<file path="config.mk">
export PLATFORM = sky130hd
export DESIGN_NAME = rect_fill
export DESIGN_NICKNAME = d
export VERILOG_FILES = /design/src/rtl/rect_fill.sv
export SDC_FILE = /design/constraint.sdc
export NUM_CORES = 1
export LEC_CHECK = 0
export BUFFER_PORTS_ARGS = -buffer_cell sky130_fd_sc_hd__clkbuf_2
export CAP_MARGIN = 0
export CORE_MARGIN = 1.5
export CORE_UTILIZATION = 55
export CTS_BUF_LIST = sky130_fd_sc_hd__clkbuf_8
export CTS_CLUSTER_SIZE = 30
export DETAILED_ROUTE_END_ITERATION = 10
export GPL_TIMING_DRIVEN = 0
export PLACE_DENSITY = 0.77
export SYNTH_ARGS = -nofsm -noshare
export SYNTH_HDL_FRONTEND = slang
export SYNTH_SLANG_ARGS = --single-unit
</file>
<file path="constraint.sdc">
create_clock -name clk -period 3.4 [get_ports clk]
set_clock_uncertainty 0.2 [all_clocks]
set_input_delay 0.51 -clock clk [delete_from_list [all_inputs] [get_ports clk]]
set_output_delay 0.51 -clock clk [all_outputs]
set_load 0.005 [all_outputs]
</file>
<file path="src/rtl/rect_fill.sv">
// rect_fill: fills an inclusive rectangle on the VGA adapter framebuffer,
// one pixel per clock, in column-major order (y inner, x outer).
//
// Ports:
//   clk, rst          clock (rising edge) and asynchronous active-high reset
//   start             level request, only sampled in IDLE
//   x0,y0,x1,y1       inclusive corners; x1/y1 are clipped to the screen
//   colour_a/b        primary / secondary colour
//   mode              0,3 solid; 1 checkerboard; 2 outline
//   busy, done        status: busy while filling, done held until start drops
//   vga_x/y/colour    registered pixel presented to the adapter
//   vga_plot          write strobe; pixel fields are meaningful only when high
//
// Handshake: start is a level. It is accepted only in IDLE. After the last
// pixel the block sits in DONE with done=1 for as long as start stays high,
// and returns to IDLE on the first edge with start=0, so a held start never
// retriggers a second fill.
module rect_fill #(
  parameter int SCREEN_W = 160,
  parameter int SCREEN_H = 120,
  parameter int XW       = 8,
  parameter int YW       = 7,
  parameter int CW       = 3
) (
  input  logic          clk,
  input  logic          rst,
  input  logic          start,
  input  logic [XW-1:0] x0,
  input  logic [YW-1:0] y0,
  input  logic [XW-1:0] x1,
  input  logic [YW-1:0] y1,
  input  logic [CW-1:0] colour_a,
  input  logic [CW-1:0] colour_b,
  input  logic [1:0]    mode,
  output logic          busy,
  output logic          done,
  output logic [XW-1:0] vga_x,
  output logic [YW-1:0] vga_y,
  output logic [CW-1:0] vga_colour,
  output logic          vga_plot
);

  localparam logic [XW-1:0] X_MAX = XW'(SCREEN_W - 1);
  localparam logic [YW-1:0] Y_MAX = YW'(SCREEN_H - 1);

  typedef enum logic [1:0] {
    S_IDLE = 2'd0,
    S_FILL = 2'd1,
    S_DONE = 2'd2
  } state_t;

  state_t        state_q, state_d;
  logic [1:0]    mode_q, mode_d;
  logic [CW-1:0] ca_q, ca_d, cb_q, cb_d;
  logic [XW-1:0] x0_q, x0_d, ex_q, ex_d;
  logic [YW-1:0] y0_q, y0_d, ey_q, ey_d;
  logic [XW-1:0] vga_x_q, vga_x_d;
  logic [YW-1:0] vga_y_q, vga_y_d;
  logic [CW-1:0] vga_colour_q, vga_colour_d;
  logic          vga_plot_q, vga_plot_d;
  logic          busy_q, busy_d;
  logic          done_q, done_d;

  // Request-side clipped corners, used only when accepting in IDLE.
  logic [XW-1:0] ex_in;
  logic [YW-1:0] ey_in;
  logic          empty_in;
  logic [CW:0]   pix;  // {plot, colour} for the pixel about to be presented

  // Plot/colour of one pixel; checker parity uses absolute coordinates.
  function automatic logic [CW:0] pixel_of(
    input logic [1:0]    m,
    input logic [CW-1:0] ca,
    input logic [CW-1:0] cb,
    input logic [XW-1:0] x,
    input logic [YW-1:0] y,
    input logic [XW-1:0] lx,
    input logic [YW-1:0] ty,
    input logic [XW-1:0] rx,
    input logic [YW-1:0] by
  );
    logic          p;
    logic [CW-1:0] c;
    p = 1'b1;
    c = ca;
    case (m)
      2'd1:    c = (x[0] ^ y[0]) ? cb : ca;
      2'd2:    p = (x == lx) || (x == rx) || (y == ty) || (y == by);
      default: ;
    endcase
    return {p, c};
  endfunction

  always_comb begin
    ex_in    = (x1 > X_MAX) ? X_MAX : x1;
    ey_in    = (y1 > Y_MAX) ? Y_MAX : y1;
    empty_in = (x0 > ex_in) || (y0 > ey_in) || (x0 > X_MAX) || (y0 > Y_MAX);

    state_d      = state_q;
    mode_d       = mode_q;
    ca_d         = ca_q;
    cb_d         = cb_q;
    x0_d         = x0_q;
    y0_d         = y0_q;
    ex_d         = ex_q;
    ey_d         = ey_q;
    vga_x_d      = vga_x_q;
    vga_y_d      = vga_y_q;
    vga_colour_d = vga_colour_q;
    vga_plot_d   = 1'b0;
    busy_d       = 1'b0;
    done_d       = done_q;
    pix          = '0;

    case (state_q)
      S_IDLE: begin
        done_d = 1'b0;
        if (start) begin
          mode_d = mode;
          ca_d   = colour_a;
          cb_d   = colour_b;
          x0_d   = x0;
          y0_d   = y0;
          ex_d   = ex_in;
          ey_d   = ey_in;
          if (empty_in) begin
            state_d = S_DONE;
            done_d  = 1'b1;
          end else begin
            state_d      = S_FILL;
            busy_d       = 1'b1;
            vga_x_d      = x0;
            vga_y_d      = y0;
            pix          = pixel_of(mode, colour_a, colour_b, x0, y0,
                                    x0, y0, ex_in, ey_in);
            vga_plot_d   = pix[CW];
            vga_colour_d = pix[CW-1:0];
          end
        end
      end
      S_FILL: begin
        busy_d = 1'b1;
        // Counters only advance while strictly below the clipped bound, so
        // they never wrap even when x1/y1 sit at the top of their range.
        if (vga_y_q < ey_q) begin
          vga_y_d = vga_y_q + 1'b1;
        end else if (vga_x_q < ex_q) begin
          vga_x_d = vga_x_q + 1'b1;
          vga_y_d = y0_q;
        end else begin
          state_d = S_DONE;
          busy_d  = 1'b0;
          done_d  = 1'b1;
        end
        if (state_d == S_FILL) begin
          pix          = pixel_of(mode_q, ca_q, cb_q, vga_x_d, vga_y_d,
                                  x0_q, y0_q, ex_q, ey_q);
          vga_plot_d   = pix[CW];
          vga_colour_d = pix[CW-1:0];
        end
      end
      S_DONE: begin
        done_d = 1'b1;
        if (!start) begin
          state_d = S_IDLE;
          done_d  = 1'b0;
        end
      end
      default: begin
        state_d = S_IDLE;
        done_d  = 1'b0;
      end
    endcase
  end

  always_ff @(posedge clk or posedge rst) begin
    if (rst) begin
      state_q      <= S_IDLE;
      mode_q       <= '0;
      ca_q         <= '0;
      cb_q         <= '0;
      x0_q         <= '0;
      y0_q         <= '0;
      ex_q         <= '0;
      ey_q         <= '0;
      vga_x_q      <= '0;
      vga_y_q      <= '0;
      vga_colour_q <= '0;
      vga_plot_q   <= 1'b0;
      busy_q       <= 1'b0;
      done_q       <= 1'b0;
    end else begin
      state_q      <= state_d;
      mode_q       <= mode_d;
      ca_q         <= ca_d;
      cb_q         <= cb_d;
      x0_q         <= x0_d;
      y0_q         <= y0_d;
      ex_q         <= ex_d;
      ey_q         <= ey_d;
      vga_x_q      <= vga_x_d;
      vga_y_q      <= vga_y_d;
      vga_colour_q <= vga_colour_d;
      vga_plot_q   <= vga_plot_d;
      busy_q       <= busy_d;
      done_q       <= done_d;
    end
  end

  assign busy       = busy_q;
  assign done       = done_q;
  assign vga_x      = vga_x_q;
  assign vga_y      = vga_y_q;
  assign vga_colour = vga_colour_q;
  assign vga_plot   = vga_plot_q;

endmodule

</file>
==> results.tsv <==
stage	metric	value	unit
run_status	status	complete, no violations	
yosys	synth_fa_ha_area_share	8.25	%
timing	finalCritPeriodShare	97.0	%
critical_path	crit_slowest_cell	dfrtp_1	
place	gp_congestion	0.959	
power_and_ir_drop	power_leakage	2.47	nW
critical_path	crit_chain	ha_1 -> a2111oi_4 -> buf_4 -> o21ai_4 -> a2111oi_1 -> a31oi_1 -> a311oi_1 -> a32oi_1 -> a211oi_2 -> o41a_1	
place	dp_cells	719	
critical_path	slowest_delay	480	ps
route	dr.pass1.iters	7	
yosys	synth-xor-area-share	8.47	%
yosys	synth_top_family_by_area	simple AND/OR/NAND/NOR gates	
critical_path	crit_start	vga_x[1]$_DFFE_PP0P_	
yosys	synth_edf_count	0	
cts	clockBufferDepth	2	
power_and_ir_drop	powerDensity	1120	nW/um^2
yosys	ys_ff_latch	61	
cts	cts_hold_buf	0	
job	cap_viol_max_count	0	
power_and_ir_drop	power_frac_seq	24.7	%
final_layout	fin_cells	737	
yosys	synth_compound_area_share	18.1	%
grt	antenna_found_initial	0	
critical_path	path_class	register to register	
timing	slew_headroom	54.4	%
timing	min_period	3300	ps
critical_path	arrival	3380	ps
critical_path	reg2reg_from	vga_x[1]$_DFFE_PP0P_	
grt	first_global_vias	4265	
yosys	yosys_most_used_dff	dfrtp_1	
route	vias	4507	
die	die_area	8830	um^2
final_layout	design_area	5410	um^2
critical_path	crit_end	vga_plot$_DFF_PP0_	
power_and_ir_drop	p_int	0.00306	W
timing	worstMarginPinSlew	685	ps
die	ioPinCount	62	
timing	setup_viol	0	
place	port_buffers	61	
timing	hold_viol	0	
cts	clk_pin_slew	80	ps
grt	grt_use_total	33.6	%
timing	fin_tns_setup	0	ps
worst_hold_path	min-delay-path-class	input pin to asynchronous set/reset pin	
power_and_ir_drop	clock_power_share	13.5	%
yosys	syn_area	4550	um^2
grt	grt_first_pass_wirelength	22.2	mm
yosys	synthesis.nets	626	
critical_path	reg2reg_depth	10	
route	drt_wl_total	13.9	mm
die	fp.dieW	94.0	um
critical_path	start_kind	register	
yosys	syn_inst	555	
yosys	synth.yosys.seq_area_share	33.6	%
route	drc_errors	0	
critical_path	r2r-end	vga_plot$_DFF_PP0_	
cts	cts_root_buf	clkbuf_8	
cts	cts.sinks	61	
die	start_util	58.0	%
timing	max_freq	303	MHz
power_and_ir_drop	switching_share	49.3	%
timing	whs	31.4	ps
cts	cts_tree	built	
grt	grt_max_degree	33	
grt	overflow	0	
critical_path	r2r_slack	100	ps
place	dp_hpwl	10.5	mm
place	dpl_cell_area	5010	um^2
yosys	avgSynthCellArea	8.20	um^2
die	row_count	32	
final_layout	diodes	0	
yosys	muxShareOfSynthArea	3.99	%
yosys	synth_cell_types	58	
yosys	async_reset_ff_share	100	%
route	drtIter0Drc	385	
route	avgViaCountPerCell	6.12	
cts	htreeDepth	3	
critical_path	path_depth	10	
critical_path	cp.required	3480	ps
timing	rsz0062_at_grt	no	
yosys	ys_warn_count	0	
critical_path	cp_num_buf_inv	1	
power_and_ir_drop	combPwrFrac	61.8	%
critical_path	cp_max_fo	8	
power_and_ir_drop	power.switching	0.00298	W
final_layout	area_growth	19.0	%
route	detail_route.wl_per_cell	18.9	um
final_layout	post_route_cells_drive_above_1_share	20.6	%
cts	clkLatencyLatePin	350	ps
yosys	yosys.area_share.simple	22.7	%
die	fp.dieH	94.0	um
cts	numCtsBuffers	9	
final_layout	nNetsFinal	701	
power_and_ir_drop	max-vdd-ir-drop	0.575	mV
critical_path	critPathTopFamily	compound AO/OA/AOI/OAI gates	
timing	drv_slew	0	
critical_path	end_kind	register	
die	core-area	7850	um^2
route	postRouteAntennaNets	0	
Yosys cell counts (9+ instances only):
cell type / instances / area, um^2
nor2_1: 34 / 128
xnor2_1: 28 / 245
o21a_1: 9 / 67.6
nand2_1: 111 / 417
ha_1: 30 / 375
o21ai_0: 45 / 225
nand3_1: 18 / 90.1
a21oi_1: 24 / 120
clkbuf_1: 26 / 97.6
nor3_1: 10 / 50.1
mux2_2: 9 / 101
dfrtp_1: 61 / 1530
inv_1: 28 / 105
xor2_1: 16 / 140
cells by family (layout without fill, tap and decap cells):
logic type,Yosys count,after routing
buffers and inverters,57,137
adder cells (fa/ha/maj),30,30
AO/OA/AOI/OAI,126,126
XOR/XNOR,44,44
AND/OR/NAND/NOR,220,220
multiplexers,17,17
flip-flops,61,61
cell type report:
type	count	area [um^2]
Multi-Input combinational cell	437	2930
Inverter	28	105
Tap cell	102	128
Sequential cell	61	1530
Timing Repair Buffer	67	363
Clock buffer	9	124
Fill cell	667	2430
Buffer	26	113
Clock inverter	7	124
flip-flops by register name (all words and copies together), names as in the netlist, 3 cells and up:
signal      flops
vga_colour      3
cb_q            3
x0_q            8
ex_q            8
vga_x           8
ey_q            7
ca_q            3
vga_y           7
y0_q            7
through the flow:
step                worst slack (ps)  total power (W)  utilization, %
CTS                             2.87          0.00573            67.6
detailed placement              -994          0.00482            63.8
global route                    7.45          0.00644            69.0
floorplan                       1.57          0.00380               -
global placement                -941          0.00473            63.6
finish                           101          0.00604            69.0
power by group through the flow:
stage | combinational [W] | sequential, W | clock (W)
after CTS | 0.00344 | 0.00147 | 0.000820
after detailed placement | 0.00334 | 0.00148 | 0
after global routing | 0.00403 | 0.00154 | 0.000864
after floorplan | 0.00242 | 0.00139 | 0
after global placement | 0.00327 | 0.00147 | 0
final | 0.00373 | 0.00149 | 0.000818
placed cells by master (no fill, tap or decap), types with 3 or more instances in the layout:
| cell | synthesis | layout |
|---|---|---|
| nand2b_1 | 6 | 6 |
| nor3_1 | 10 | 8 |
| nor2b_1 | 4 | 4 |
| nand4_1 | 5 | 5 |
| o21ai_0 | 45 | 43 |
| clkbuf_2 | 0 | 62 |
| o21a_1 | 9 | 8 |
| clkinv_4 | 0 | 3 |
| o22ai_1 | 4 | 4 |
| a31oi_1 | 6 | 4 |
| o221ai_1 | 3 | 3 |
| inv_1 | 28 | 26 |
| clkbuf_8 | 0 | 9 |
| nor2_1 | 34 | 32 |
| dfrtp_1 | 61 | 61 |
| a21oi_1 | 24 | 24 |
| buf_4 | 0 | 5 |
| or2_2 | 5 | 5 |
| clkbuf_1 | 26 | 20 |
| and3_1 | 7 | 7 |
| nor4_1 | 5 | 3 |
| bufinv_16 | 0 | 3 |
| nand2_1 | 111 | 110 |
| a211oi_1 | 6 | 5 |
| o211ai_1 | 3 | 3 |
| xnor2_1 | 28 | 27 |
| mux2i_1 | 8 | 7 |
| ha_1 | 30 | 30 |
| xor2_1 | 16 | 16 |
| mux2_2 | 9 | 9 |
| nand3_1 | 18 | 18 |
routing by layer:
layer  part of all wire, %  up-vias  global-route usage (%)
li1                      -     2094                       -
met1                    43     2146                    46.2
met2                    47      235                    52.8
met3                   8.0       32                    6.47
met4                   2.2        0                    11.8
met5                     0        -                       0
what timing repair did:
item                       4_1_cts  5_1_grt
gates resized for setup         10       22
buffers inserted                 2        3
pin swaps                        2        5
setup endpoints to repair       17       16
how the worst min path moves through the flow:
| stage | end | slack (ps) | startpoint | cells after the start |
|---|---|---|---|---|
| floorplan | ca_q[0]$_DFFE_PP0P_ | 240 | ca_q[0]$_DFFE_PP0P_ | 2 |
| global placement | cb_q[0]$_DFFE_PP0P_ | 260 | cb_q[0]$_DFFE_PP0P_ | 2 |
| detailed placement | ca_q[1]$_DFFE_PP0P_ | 270 | ca_q[1]$_DFFE_PP0P_ | 2 |
| CTS | ca_q[2]$_DFFE_PP0P_ | 50 | rst | 2 |
| global route | vga_plot$_DFF_PP0_ | 80 | rst | 2 |
| finish | ca_q[2]$_DFFE_PP0P_ | 30 | rst | 2 |
worst register-to-register path: cells and delay by family (launching register included):
family | cells | cell delay [ps]
AO/OA/AOI/OAI | 8 | 1980
flip-flops | 1 | 480
adder cells (fa/ha/maj) | 1 | 380
buffers and inverters | 1 | 190
Power figures use the tool's default switching activity.
